===== config.mk =====
export PLATFORM = sky130hd
export DESIGN_NAME = fifo_param
export DESIGN_NICKNAME = d
export VERILOG_FILES = /design/src/rtl/fifo_pkg.sv /design/src/rtl/fifo_mem.sv /design/src/rtl/fifo_param.sv
export SDC_FILE = /design/constraint.sdc
export NUM_CORES = 1
export LEC_CHECK = 0
export CORE_ASPECT_RATIO = 1.75
export CORE_MARGIN = 2
export CORE_UTILIZATION = 30
export CTS_CLUSTER_SIZE = 28
export DETAILED_ROUTE_END_ITERATION = 16
export PLACE_DENSITY = 0.48
export SETUP_SLACK_MARGIN = 0.5
export SKIP_CTS_REPAIR_TIMING = 1
export SYNTH_ARGS = -nofsm -noshare
export SYNTH_HDL_FRONTEND = slang
export SYNTH_SLANG_ARGS = --single-unit

===== constraint.sdc =====
create_clock -name clk -period 4.6 [get_ports clk]
set_input_delay 1.38 -clock clk [delete_from_list [all_inputs] [get_ports clk]]
set_output_delay 1.38 -clock clk [all_outputs]
set_load 0.005 [all_outputs]

===== src/rtl/fifo_pkg.sv =====
`default_nettype none
// ============================================================================
//  Module      : fifo_pkg
//  Description : Shared definitions for the parametrised synchronous FIFO.
//                Holds the default geometry constants and the packed
//                per-request status record {wr_ack, overflow, underflow}.
//  Revision    : 1.0 - initial release
// ============================================================================
package fifo_pkg;

    localparam int FIFO_DEF_WIDTH = 16;
    localparam int FIFO_DEF_DEPTH = 8;

    typedef struct packed {
        logic wr_ack;
        logic overflow;
        logic underflow;
    } fifo_status_t;

endpackage : fifo_pkg
`default_nettype wire


===== src/rtl/fifo_mem.sv =====
`default_nettype none
// ============================================================================
//  Module      : fifo_mem
//  Description : DEPTH x DATA_WIDTH register array, one synchronous write
//                port and one asynchronous read port. Contents are never
//                reset.
//  Ports       : clk        - clock, rising edge
//                i_wr_en    - write strobe
//                i_wr_addr  - write address
//                i_wr_data  - write data
//                i_rd_addr  - read address
//                o_rd_data  - read data (combinational from i_rd_addr)
//  Revision    : 1.0 - initial release
// ============================================================================
module fifo_mem #(
    parameter int DATA_WIDTH = 16,
    parameter int DEPTH      = 8,
    parameter int ADDR_WIDTH = 3
) (
    input  logic                  clk,
    input  logic                  i_wr_en,
    input  logic [ADDR_WIDTH-1:0] i_wr_addr,
    input  logic [DATA_WIDTH-1:0] i_wr_data,
    input  logic [ADDR_WIDTH-1:0] i_rd_addr,
    output logic [DATA_WIDTH-1:0] o_rd_data
);

    logic [DATA_WIDTH-1:0] r_mem [DEPTH];

    always_ff @(posedge clk) begin
        if (i_wr_en) begin
            r_mem[i_wr_addr] <= i_wr_data;
        end
    end

    // DEPTH is a power of two, so every address is a valid index.
    assign o_rd_data = r_mem[i_rd_addr];

endmodule : fifo_mem
`default_nettype wire


===== src/rtl/fifo_param.sv =====
`default_nettype none
// ============================================================================
//  Module      : fifo_param
//  Description : Parametrised single-clock FIFO with occupancy count,
//                full/almostfull/empty/almostempty flags and registered
//                wr_ack/overflow/underflow pulses.
//                Compile-time option: define FIFO_FWFT_EN for
//                first-word-fall-through reads (head entry shown
//                combinationally, rd_en pops it). Otherwise data_out is
//                registered and updates one cycle after an accepted read.
//  Ports       : clk, rst (synchronous, active high)
//                data_in, wr_en, rd_en  - producer / consumer requests
//                data_out               - read data
//                full, almostfull, empty, almostempty - occupancy flags
//                overflow, underflow, wr_ack          - status pulses
//                count                  - current occupancy
//  Revision    : 1.0 - initial release
// ============================================================================
module fifo_param
    import fifo_pkg::*;
#(
    parameter int DATA_WIDTH = FIFO_DEF_WIDTH,
    parameter int DEPTH      = FIFO_DEF_DEPTH,
    parameter int AF_LEVEL   = 1,
    parameter int AE_LEVEL   = 1
) (
    input  logic                    clk,
    input  logic                    rst,
    input  logic [DATA_WIDTH-1:0]   data_in,
    input  logic                    wr_en,
    input  logic                    rd_en,
    output logic [DATA_WIDTH-1:0]   data_out,
    output logic                    full,
    output logic                    almostfull,
    output logic                    empty,
    output logic                    almostempty,
    output logic                    overflow,
    output logic                    underflow,
    output logic                    wr_ack,
    output logic [$clog2(DEPTH):0]  count
);

    localparam int c_ptr_w = $clog2(DEPTH);
    localparam int c_cnt_w = c_ptr_w + 1;

    localparam logic [c_ptr_w-1:0] c_ptr_one = c_ptr_w'(1);
    localparam logic [c_cnt_w-1:0] c_cnt_one = c_cnt_w'(1);
    localparam logic [c_cnt_w-1:0] c_full    = c_cnt_w'(DEPTH);
    localparam logic [c_cnt_w-1:0] c_af_thr  = c_cnt_w'(DEPTH - AF_LEVEL);
    localparam logic [c_cnt_w-1:0] c_ae_thr  = c_cnt_w'(AE_LEVEL);

    // ------------------------------------------------------------------
    // Elaboration-time parameter legality
    // ------------------------------------------------------------------
    if ((DEPTH < 4) || ((DEPTH & (DEPTH - 1)) != 0)) begin : g_chk_depth
        $error("fifo_param: DEPTH must be a power of two and >= 4");
    end
    if ((AF_LEVEL < 1) || (AF_LEVEL > DEPTH - 1)) begin : g_chk_af
        $error("fifo_param: AF_LEVEL must be in 1..DEPTH-1");
    end
    if ((AE_LEVEL < 1) || (AE_LEVEL > DEPTH - 1)) begin : g_chk_ae
        $error("fifo_param: AE_LEVEL must be in 1..DEPTH-1");
    end

    logic [c_ptr_w-1:0]    r_wr_ptr;
    logic [c_ptr_w-1:0]    r_rd_ptr;
    logic [c_cnt_w-1:0]    r_count;
    fifo_status_t          r_status;
    logic [DATA_WIDTH-1:0] w_rd_data;
    logic                  w_full;
    logic                  w_empty;
    logic                  w_wr_acc;
    logic                  w_rd_acc;

    assign w_full  = (r_count == c_full);
    assign w_empty = (r_count == '0);

    // A request during reset must not touch the array either, so the
    // write strobe is qualified with rst as well as with full.
    assign w_wr_acc = wr_en && !w_full && !rst;
    assign w_rd_acc = rd_en && !w_empty && !rst;

    // ------------------------------------------------------------------
    // Storage
    // ------------------------------------------------------------------
    fifo_mem #(
        .DATA_WIDTH (DATA_WIDTH),
        .DEPTH      (DEPTH),
        .ADDR_WIDTH (c_ptr_w)
    ) u_mem (
        .clk       (clk),
        .i_wr_en   (w_wr_acc),
        .i_wr_addr (r_wr_ptr),
        .i_wr_data (data_in),
        .i_rd_addr (r_rd_ptr),
        .o_rd_data (w_rd_data)
    );

    // ------------------------------------------------------------------
    // Pointers and occupancy; pointers wrap naturally modulo DEPTH
    // ------------------------------------------------------------------
    always_ff @(posedge clk) begin
        if (rst) begin
            r_wr_ptr <= '0;
            r_rd_ptr <= '0;
            r_count  <= '0;
        end else begin
            if (w_wr_acc) begin
                r_wr_ptr <= r_wr_ptr + c_ptr_one;
            end
            if (w_rd_acc) begin
                r_rd_ptr <= r_rd_ptr + c_ptr_one;
            end
            case ({w_wr_acc, w_rd_acc})
                2'b10:   r_count <= r_count + c_cnt_one;
                2'b01:   r_count <= r_count - c_cnt_one;
                default: r_count <= r_count;
            endcase
        end
    end

    // ------------------------------------------------------------------
    // Status pulses report the previous cycle's request
    // ------------------------------------------------------------------
    always_ff @(posedge clk) begin
        if (rst) begin
            r_status <= '0;
        end else begin
            r_status.wr_ack    <= w_wr_acc;
            r_status.overflow  <= wr_en && w_full;
            r_status.underflow <= rd_en && w_empty;
        end
    end

    // ------------------------------------------------------------------
    // Read data path
    // ------------------------------------------------------------------
`ifdef FIFO_FWFT_EN
    // Head entry is visible as soon as it is stored; forced to zero when
    // empty so stale array contents never leak out.
    assign data_out = w_empty ? '0 : w_rd_data;
`else
    logic [DATA_WIDTH-1:0] r_data_out;

    always_ff @(posedge clk) begin
        if (rst) begin
            r_data_out <= '0;
        end else if (w_rd_acc) begin
            r_data_out <= w_rd_data;
        end
    end

    assign data_out = r_data_out;
`endif

    // ------------------------------------------------------------------
    // Outputs
    // ------------------------------------------------------------------
    assign count       = r_count;
    assign full        = w_full;
    assign empty       = w_empty;
    assign almostfull  = (r_count >= c_af_thr) && !w_full;
    assign almostempty = (r_count <= c_ae_thr) && !w_empty;
    assign wr_ack      = r_status.wr_ack;
    assign overflow    = r_status.overflow;
    assign underflow   = r_status.underflow;

endmodule : fifo_param
`default_nettype wire


**After elaboration in Yosys (flattened, before gate mapping)**

Memories as Yosys holds them, arrays and structs flattened. A register that Yosys moved wholly into a read port is not among the register bits.
Index checks and enable logic that the tools add are counted.

- Bits in registers: 13
- Bits in latches: 0
- Bits in writable memories: 128
- Memory bits (read-only): 0
- Output and inout port bits: 27
- Memories: 1

- Add/sub/neg operators: 4
- Multiply operators: 0
- Divide/modulo/power cells: 0
- $lt $le $gt $ge: 2
- Eq/ne operators: 3
- Shift operators: 0
- Mux-type cells: 3
- Bitwise operators: 0
- Reduce and logical (&&, ||, !) cells: 13

Memories:

| memory | words | width | rd ports | clocked after Yosys merged registers in | wr ports | line | source |
|---|---|---|---|---|---|---|---|
| u_mem.r_mem | 8 | 16 | 1 | 1 | 1 | fifo_mem.sv:28 | `logic [DATA_WIDTH-1:0] r_mem [DEPTH];` |

Operators with widths:

| kind | count |
|---|---|
| 1-bit logical AND | 8 |
| 4-bit one-hot mux with 2 select lines | 1 |
| 3-bit by 1-bit adder with 3-bit output, second input constant | 2 |
| 4-bit by 1-bit adder with 4-bit output, second input constant | 1 |
| 4-bit == test, second input constant | 1 |
| 4-bit by 3-bit greater-or-equal comparator with 1-bit output, second input constant | 1 |
| 4-bit by 1-bit less-or-equal comparator with 1-bit output, second input constant | 1 |
| 4-bit zero test | 1 |
| 4-bit by 1-bit subtractor with 4-bit output, second input constant | 1 |
| 1-bit zero test | 3 |
| 2-bit by 1-bit == test with 1-bit output, second input constant | 1 |
| 2-bit == test, second input constant | 1 |
| 1-bit 2-to-1 mux | 2 |
| 2-bit nonzero test | 1 |

**Logic depth before layout (Yosys ltp)**

Gate-level depths: netlist of the first run.

- Depth after elaboration: 6
- Depth in mapped cells: 11
- Depth with buffers taken out: 10

**By module**

A second synthesis of the first run with hierarchy kept.

- Cell total of the unflattened synthesis: 344
- Area total of the unflattened synthesis: 6271.0 µm²

By module, submodules not included:

| module | times used | cells each | area each (µm²) | sequential area each (µm²) |
|---|---|---|---|---|
| fifo_mem | 1 | 198 | 4973.5 | 3843.7 |
| fifo_param | 1 | 146 | 1297.5 | 580.6 |

**Least setup slack after synthesis of the first run**

Ideal clock, no wire load.

- Path kind: input to register
- Start: in wr_en
- End: mem u_mem.r_mem[0][0] (enable)
- Library setup time: 0.430 ns
- Arrival: 3.456 ns
- Data required time: 4.170 ns
- Setup slack: 0.713 ns
- Cell stages on the path: 5
- Buffers on the path: 1
- Path through: nor2b_1 -> and2_1 -> buf_2 -> inv_1 -> nor4_1

- Cells in the longest elaborated chain, start to end: 4

Ends and longest elaborated chain:

| item | line | source |
|---|---|---|
| start: declaration | fifo_param.sv:30 | `input logic wr_en,` |
| 1-bit logical AND (2 in a row) | fifo_param.sv:80 | `assign w_wr_acc = wr_en && !w_full && !rst;` |
| 1-bit 2-to-1 mux | fifo_mem.sv:31 | `if (i_wr_en) begin` |
| 1-bit 2-to-1 mux (not written as such) | fifo_mem.sv:32 | `r_mem[i_wr_addr] <= i_wr_data;` |
| end: declaration | fifo_mem.sv:28 |  |

Every way passes these cells.

**Worst setup path in the final report of the first run**

- Start: reg r_count[0] (netlist: count[0])
- End: out almostempty

- Cells in the longest elaborated chain, start to end: 3
- Elaborated cells on any way between the ends: 4
- Classes of those cells: order compare: 1; reduce/logical: 3

Ends and longest elaborated chain:

| item | line | source |
|---|---|---|
| start: declaration | fifo_param.sv:67 | `logic [c_cnt_w-1:0] r_count;` |
| start signal: assignment | fifo_param.sv:115 | `2'b10: r_count <= r_count + c_cnt_one;` |
| start signal: assignment | fifo_param.sv:116 | `2'b01: r_count <= r_count - c_cnt_one;` |
| start signal: assignment | fifo_param.sv:117 | `default: r_count <= r_count;` |
| parallel branches: the longest is 2 deep, another holds 4-bit by 1-bit less-or-equal comparator with 1-bit output | - |  |
| 1-bit logical AND (*) | fifo_param.sv:163 | `assign almostempty = (r_count <= c_ae_thr) && !w_empty;` |
| end: declaration | fifo_param.sv:36 | `output logic almostempty,` |

Every way passes the cells marked *.

==> impl_results.md, run 1 <==
- Setup-failing EPs final: 0
- Unrepaired setup endpoints after global routing: no
- Clock slew at reported path FFs: 70 ps
- Seq cells post-synth: approximately 160
- Hold Slack: around 470 ps
- Largest family of logic cells by synthesized area: multiplexers
- Clk root buf: clkbuf_16
- 1st-iter DRT viols: 120
- Synth Area in Compound Gates: 0.0746
- DRC: 0
- Syn avg cell area: about 17 um2
- CTS max path bufs: 2
- # port buffers: between 40 and 50
- Gpl congestion: 0.715
- Most instantiated library cell after synthesis: edfxtp_1
- Die footprint: 21300 um2
- CTS tree: done
- Synth warn: 0
- # rows: 68
- Cell Count Post-Placement: 645
- Final Hold Violating Endpoints: 0
- Mux contribution to synthesized area: 0.108
- Mapped Area: ~6000 um2
- CTS Sinks: around 160
- Rel. slew slack: 0.199
- Synth unique cells: 32
- First-pass GRT wire length: around 20000 um
- Static leakage: 2.31 nW
- Die span in x: around 110 um
- Routed vias/inst: between 4 and 5
- Share of cells above drive strength 1: 0.132
- Syn Inst Count: 360
- CP max FO: 7
- Fin util: 0.374
- Final Non-Filler Cells: approximately 680
- Yosys top cell area share: 0.637
- Period utilization: 0.742
- Achievable Freq: about 290 MHz
- H-tree levels: 4
- Core Area: slightly below 20000 um2
- Fin. max-slew vios: 0
- Simple-Gate Fraction of Synth Area: 0.0381
- Largest net degree at the start of global routing: 67
- Net count, final: roughly 450
- Area Growth Syn to Fin: 22.3%
- Maxcap violations: 0
- All-Layer GR Usage: 0.127
- Critical path class: reg -> out
- Clk Latency, worst-skew pair: between 400 and 500 ps
- Routed Wire Length: 13000 um
- Final Skew: 11.1 ps
- Sequential share of the synthesized area: 0.733
- Antenna cells: 0
- XOR/XNOR Fraction of Synth Area: 0.0102
- Total CTS buffers: 17
- Final WS setup: roughly 1200 ps
- HPWL Detailed: 7610 um
- Top Ports: 47
- Setup TNS: 0 ps
- Hold WC Path Type: reg -> reg
- CP endpoint kind: output pin
- Post-synth top cells: edfxtp_1, mux2i_1, a22oi_1, dfxtp_1, a32o_1
- Gr ovfl total: 0
- Vias: 3242
- Router iterations before antenna repair: 5
- Initial antenna violation count: 0
- Routed len/inst: 19.1 um
- Adder-cell share of the synthesized area: 0.0145
- Post-synth top area cell: edfxtp_1
- Final Cell Area: between 7000 and 8000 um2
- Worst EP arrival: 2030 ps
- Status: complete, no violations
- ANT nets after route: 0
- Vias in the first global route: 3378
- Total power: between 3 and 4 mW
- Pre-CTS setup slack: 860 ps
- Post-synth EDFFs: approximately 130
- Placed cell area: slightly below 7000 um2
- Main flop type after synthesis: edfxtp_1
- Worst Tran Pin Value: 1200 ps
- Die height: 192 um
- FFs w/ async S/R, synth: 0
- Worst vdd rail ir drop: 0.202 mV
- Critical Path Source Type: flip-flop
- Top cells by area, synth: edfxtp_1, mux2i_1, dfxtp_1, a22oi_1, a32o_1
- Post-layout min period: approximately 3400 ps
- # fillers: between 1500 and 2000
- Net Count, Synth: just under 400
- CP required: around 3200 ps
- Initial Util: 0.306
- Pwr Density: 432 nW/um2
critical path, stage by stage (launching register included):
cell	delay, ps
dfxtp_1	460
inv_1	100
ha_1	260
nor4_1	240
clkdlybuf4s50_1	550
report_power, final:
group / switching [mW] / internal (mW)
Clock: 0.585 / 0.699
Sequential: 0.0573 / 1.58
Combinational: 0.121 / 0.151
Total: 0.763 / 2.43
worst paths after layout:
check        depth (start not counted)  slack [ps]   startpoint           to
min                                  1         470  data_out[9]  data_out[9]
min reg2reg                          1         470  data_out[9]  data_out[9]
max                                  4        1190     count[0]  almostempty
max reg2reg                         10        2050     count[1]     count[3]
placed cells by master (no fill, tap or decap), drive strengths merged:
| cell type | synthesis | layout |
|---|---|---|
| nor2b | 4 | 4 |
| or3 | 1 | 1 |
| a32o | 16 | 16 |
| xor2 | 3 | 3 |
| a22oi | 32 | 32 |
| nand3b | 3 | 3 |
| and2 | 2 | 2 |
| edfxtp | 128 | 128 |
| clkinv | 0 | 7 |
| mux2i | 65 | 65 |
| nand2 | 5 | 5 |
| xnor2 | 4 | 4 |
| nor3 | 4 | 4 |
| buf | 15 | 13 |
| nand2b | 4 | 4 |
| a21oi | 5 | 5 |
| a211oi | 1 | 1 |
| or4b | 1 | 1 |
| o21ai | 2 | 2 |
| nor2 | 14 | 14 |
| nor3b | 1 | 1 |
| clkdlybuf4s50 | 0 | 46 |
| nand3 | 1 | 1 |
| nand4b | 1 | 1 |
| dfxtp | 29 | 29 |
| clkinvlp | 0 | 2 |
| inv | 6 | 11 |
| nor4 | 2 | 2 |
| ha | 7 | 7 |
| clkbuf | 4 | 18 |
flip-flops by register name, summed over array words and instances, names as in the netlist:
signal	cells
r_rd_ptr	3
count	4
u_mem.r_mem	128
r_wr_ptr	3
wr_ack	1
data_out	16
overflow	1
underflow	1
logic make-up (layout without fill, tap and decap cells):
logic type | after synthesis | after routing
buf+inv | 25 | 97
fa+ha+maj | 7 | 7
flops | 157 | 157
mux | 65 | 65
compound gates | 56 | 56
xor+xnor | 7 | 7
simple gates | 43 | 43
area by class of cell:
| cell class | count | area [um2] | share of cell area |
|---|---|---|---|
| inverter | 6 | 22.5 | 0.00305 |
| sequential | 157 | 4430 | 0.600 |
| timing repair buffer | 59 | 571 | 0.0773 |
| tap | 245 | 307 | 0.0415 |
| multi-input combinational | 178 | 1510 | 0.205 |
| clock inverter | 14 | 111 | 0.0151 |
| clock buffer | 18 | 429 | 0.0581 |
per-layer routing:
metal	part of all wire	vias to the layer above	track usage
li1	-	1530	-
met1	0.43	1642	0.143
met2	0.52	56	0.228
met3	0.026	14	0.0316
met4	0.021	0	0.0537
met5	0	-	0
Note: power is estimated with default switching activity, not from simulation.
==> run 2, diff against run 1 <==
--- a/config.mk
+++ b/config.mk
@@ -10,7 +10,7 @@
 export CORE_UTILIZATION = 30
 export CTS_CLUSTER_SIZE = 28
 export DETAILED_ROUTE_END_ITERATION = 16
-export PLACE_DENSITY = 0.48
+export PLACE_DENSITY = 0.49
 export SETUP_SLACK_MARGIN = 0.5
 export SKIP_CTS_REPAIR_TIMING = 1
 export SYNTH_ARGS = -nofsm -noshare
==> constraint.sdc (replaced) <==
create_clock -name clk -period 2.7 [get_ports clk]
set_input_delay 0.81 -clock clk [delete_from_list [all_inputs] [get_ports clk]]
set_output_delay 0.81 -clock clk [all_outputs]
set_load 0.005 [all_outputs]
==> run 2 against run 1 <==
Compared with the run above: utilization grew 2.8 points; register-to-register slack lost 1500 ps; final area grew 7.4%; first-iteration DRC count grew 33%; global-route usage grew 0.38 points; critical path depth grew 1; cell count grew 3.8%; clock-buffer cell count grew 1; via count grew 4.9%; hold slack gained 13 ps.
==> impl_results.md, run 2 (synthesized netlist as in run 1, its figures left out) <==
- Vias in the first global route: 3542
- Pwr Density: approximately 700 nW/um2
- Cell Count Post-Placement: about 660
- Seq pwr share: 0.489
- Worst r2r dst: count[3]
- Routed vias/inst: between 4 and 5
- Total power: 5.64 mW
- Hold Path End: data_out[9]
- CTS max path bufs: 2
- # port buffers: 46
- Clock slew at reported path FFs: 70 ps
- Die footprint: between 20000 and 25000 um2
- Period utilization: 0.824
- Maxcap violations: 0
- Routed len/inst: 19.5 um
- All-Layer GR Usage: 0.131
- Gpl congestion: 0.728
- Clk network pwr share: 0.399
- DRC: 0
- Clk root buf: clkbuf_16
- Achievable Freq: between 400 and 500 MHz
- 1st-iter DRT viols: 160
- Critical Path Source Type: flip-flop
- Top Ports: 47
- Die height: ~190 um
- Net count, final: 472
- Internal power: approximately 4.3 mW
- Reg area: roughly 4400 um2
- Crit. Startpoint: count[0]
- CTS Sinks: roughly 160
- Largest net degree at the start of global routing: 30
- CP max FO: 6
- Final Cell Area: 7930 um2
- # rows: between 60 and 70
- CP endpoint kind: output pin
- Sw Share: 0.238
- Psw: 1.34 mW
- Multi-input gate area: approximately 1700 um2
- Final Skew: approximately 11 ps
- Final WS setup: 476 ps
- First-pass GRT wire length: a little over 20000 um
- Rel. slew slack: 0.191
- Most common cell after layout, fill and taps aside: edfxtp_1
- Reg2reg setup slack: between 500 and 600 ps
- Area Growth Syn to Fin: 31.3%
- Router iterations before antenna repair: 4
- Hold Path Stages: 1
- Pre-CTS setup slack: -73.1 ps
- Setup-failing EPs final: 0
- Max reg flops: between 100 and 150
- Placed cell area: approximately 7000 um2
- Hold WC Path Type: reg -> reg
- Status: complete, no violations
- # fillers: around 1800
- Clk Latency, worst-skew pair: slightly above 400 ps
- Reg-to-Reg Start: count[1]
- Final Non-Filler Cells: roughly 700
- Static leakage: around 2.6 nW
- Worst EP arrival: roughly 1400 ps
- Vias: 3402
- CP required: roughly 1900 ps
- Fin. max-slew vios: 0
- Gr ovfl total: 0
- Comb power frac: 0.112
- Core Area: around 20000 um2
- Die span in x: ~110 um
- Routed Wire Length: approximately 14000 um
- Worst Hold Launch: data_out[9]
- CTS tree: done
- Most frequent cells in the layout: edfxtp_1, mux2i_1, clkdlybuf4s50_1
- Share of cells above drive strength 1: 0.240
- Total CTS buffers: 17
- Worst Tran Pin Value: roughly 1200 ps
- ANT nets after route: 0
- Critical path class: reg -> out
- H-tree levels: 4
- Initial antenna violation count: 0
- Largest Register: u_mem.r_mem
- Initial Util: 0.306
- Unrepaired setup endpoints after global routing: yes
- HPWL Detailed: a little under 9000 um
- Final Hold Violating Endpoints: 0
- Worst vdd rail ir drop: 0.419 mV
- Antenna cells: 0
- Register-to-Register Path Depth: 11
- Post-layout min period: roughly 2200 ps
## run 2: per-stage QoR
stage | setup TNS (ps) | util | hold WS (ps)
after CTS | -345 | 0.389 | 486
final | 0 | 0.402 | 478
after floorplan | 0 | - | 466
after global placement | -360 | 0.360 | 460
after detailed placement | -2060 | 0.360 | 469
after global routing | 0 | 0.402 | 499
## run 2: per-layer routing
| metal | GRT usage | wire, um |
|---|---|---|
| met3 | 0.0262 | 460 |
| met1 | 0.146 | 5490 |
| met5 | 0 | 0 |
| met2 | 0.238 | 7460 |
| met4 | 0.0613 | 324 |
## run 2: critical path: stages, from the launching register on
cell and delay, ps:
dfxtp_2 340, buf_6 120, ha_4 120, nor2_2 40, nor4_4 210, buf_2 160
## run 2: final cells by class
class	count	share of cell area
Timing Repair Buffer	85	0.113
Multi-Input combinational cell	178	0.212
Inverter	6	0.00473
Clock buffer	19	0.0586
Sequential cell	157	0.560
Clock inverter	13	0.0129
Tap cell	245	0.0387
## run 2: worst max-delay path by stage
stage                                    end  slack (ps)  cells past startpoint
after floorplan                     count[3]         430                      9
after global placement    u_mem.r_mem[3][14]         -20                      7
after detailed placement  u_mem.r_mem[3][14]         -70                      7
after CTS                        almostempty        -200                      4
after global routing             almostempty         430                      5
final                            almostempty         480                      5
## run 2: power by group through the flow
| stage | clock network (mW) | logic [mW] | registers, mW |
|---|---|---|---|
| 3_3_place_gp | 0 | 0.548 | 2.81 |
| 4_1_cts | 2.30 | 0.557 | 2.76 |
| 2_1_floorplan | 0 | 0.311 | 2.78 |
| 3_5_place_dp | 0 | 0.553 | 2.81 |
| 6_report | 2.25 | 0.632 | 2.76 |
| 5_1_grt | 2.39 | 0.680 | 2.77 |
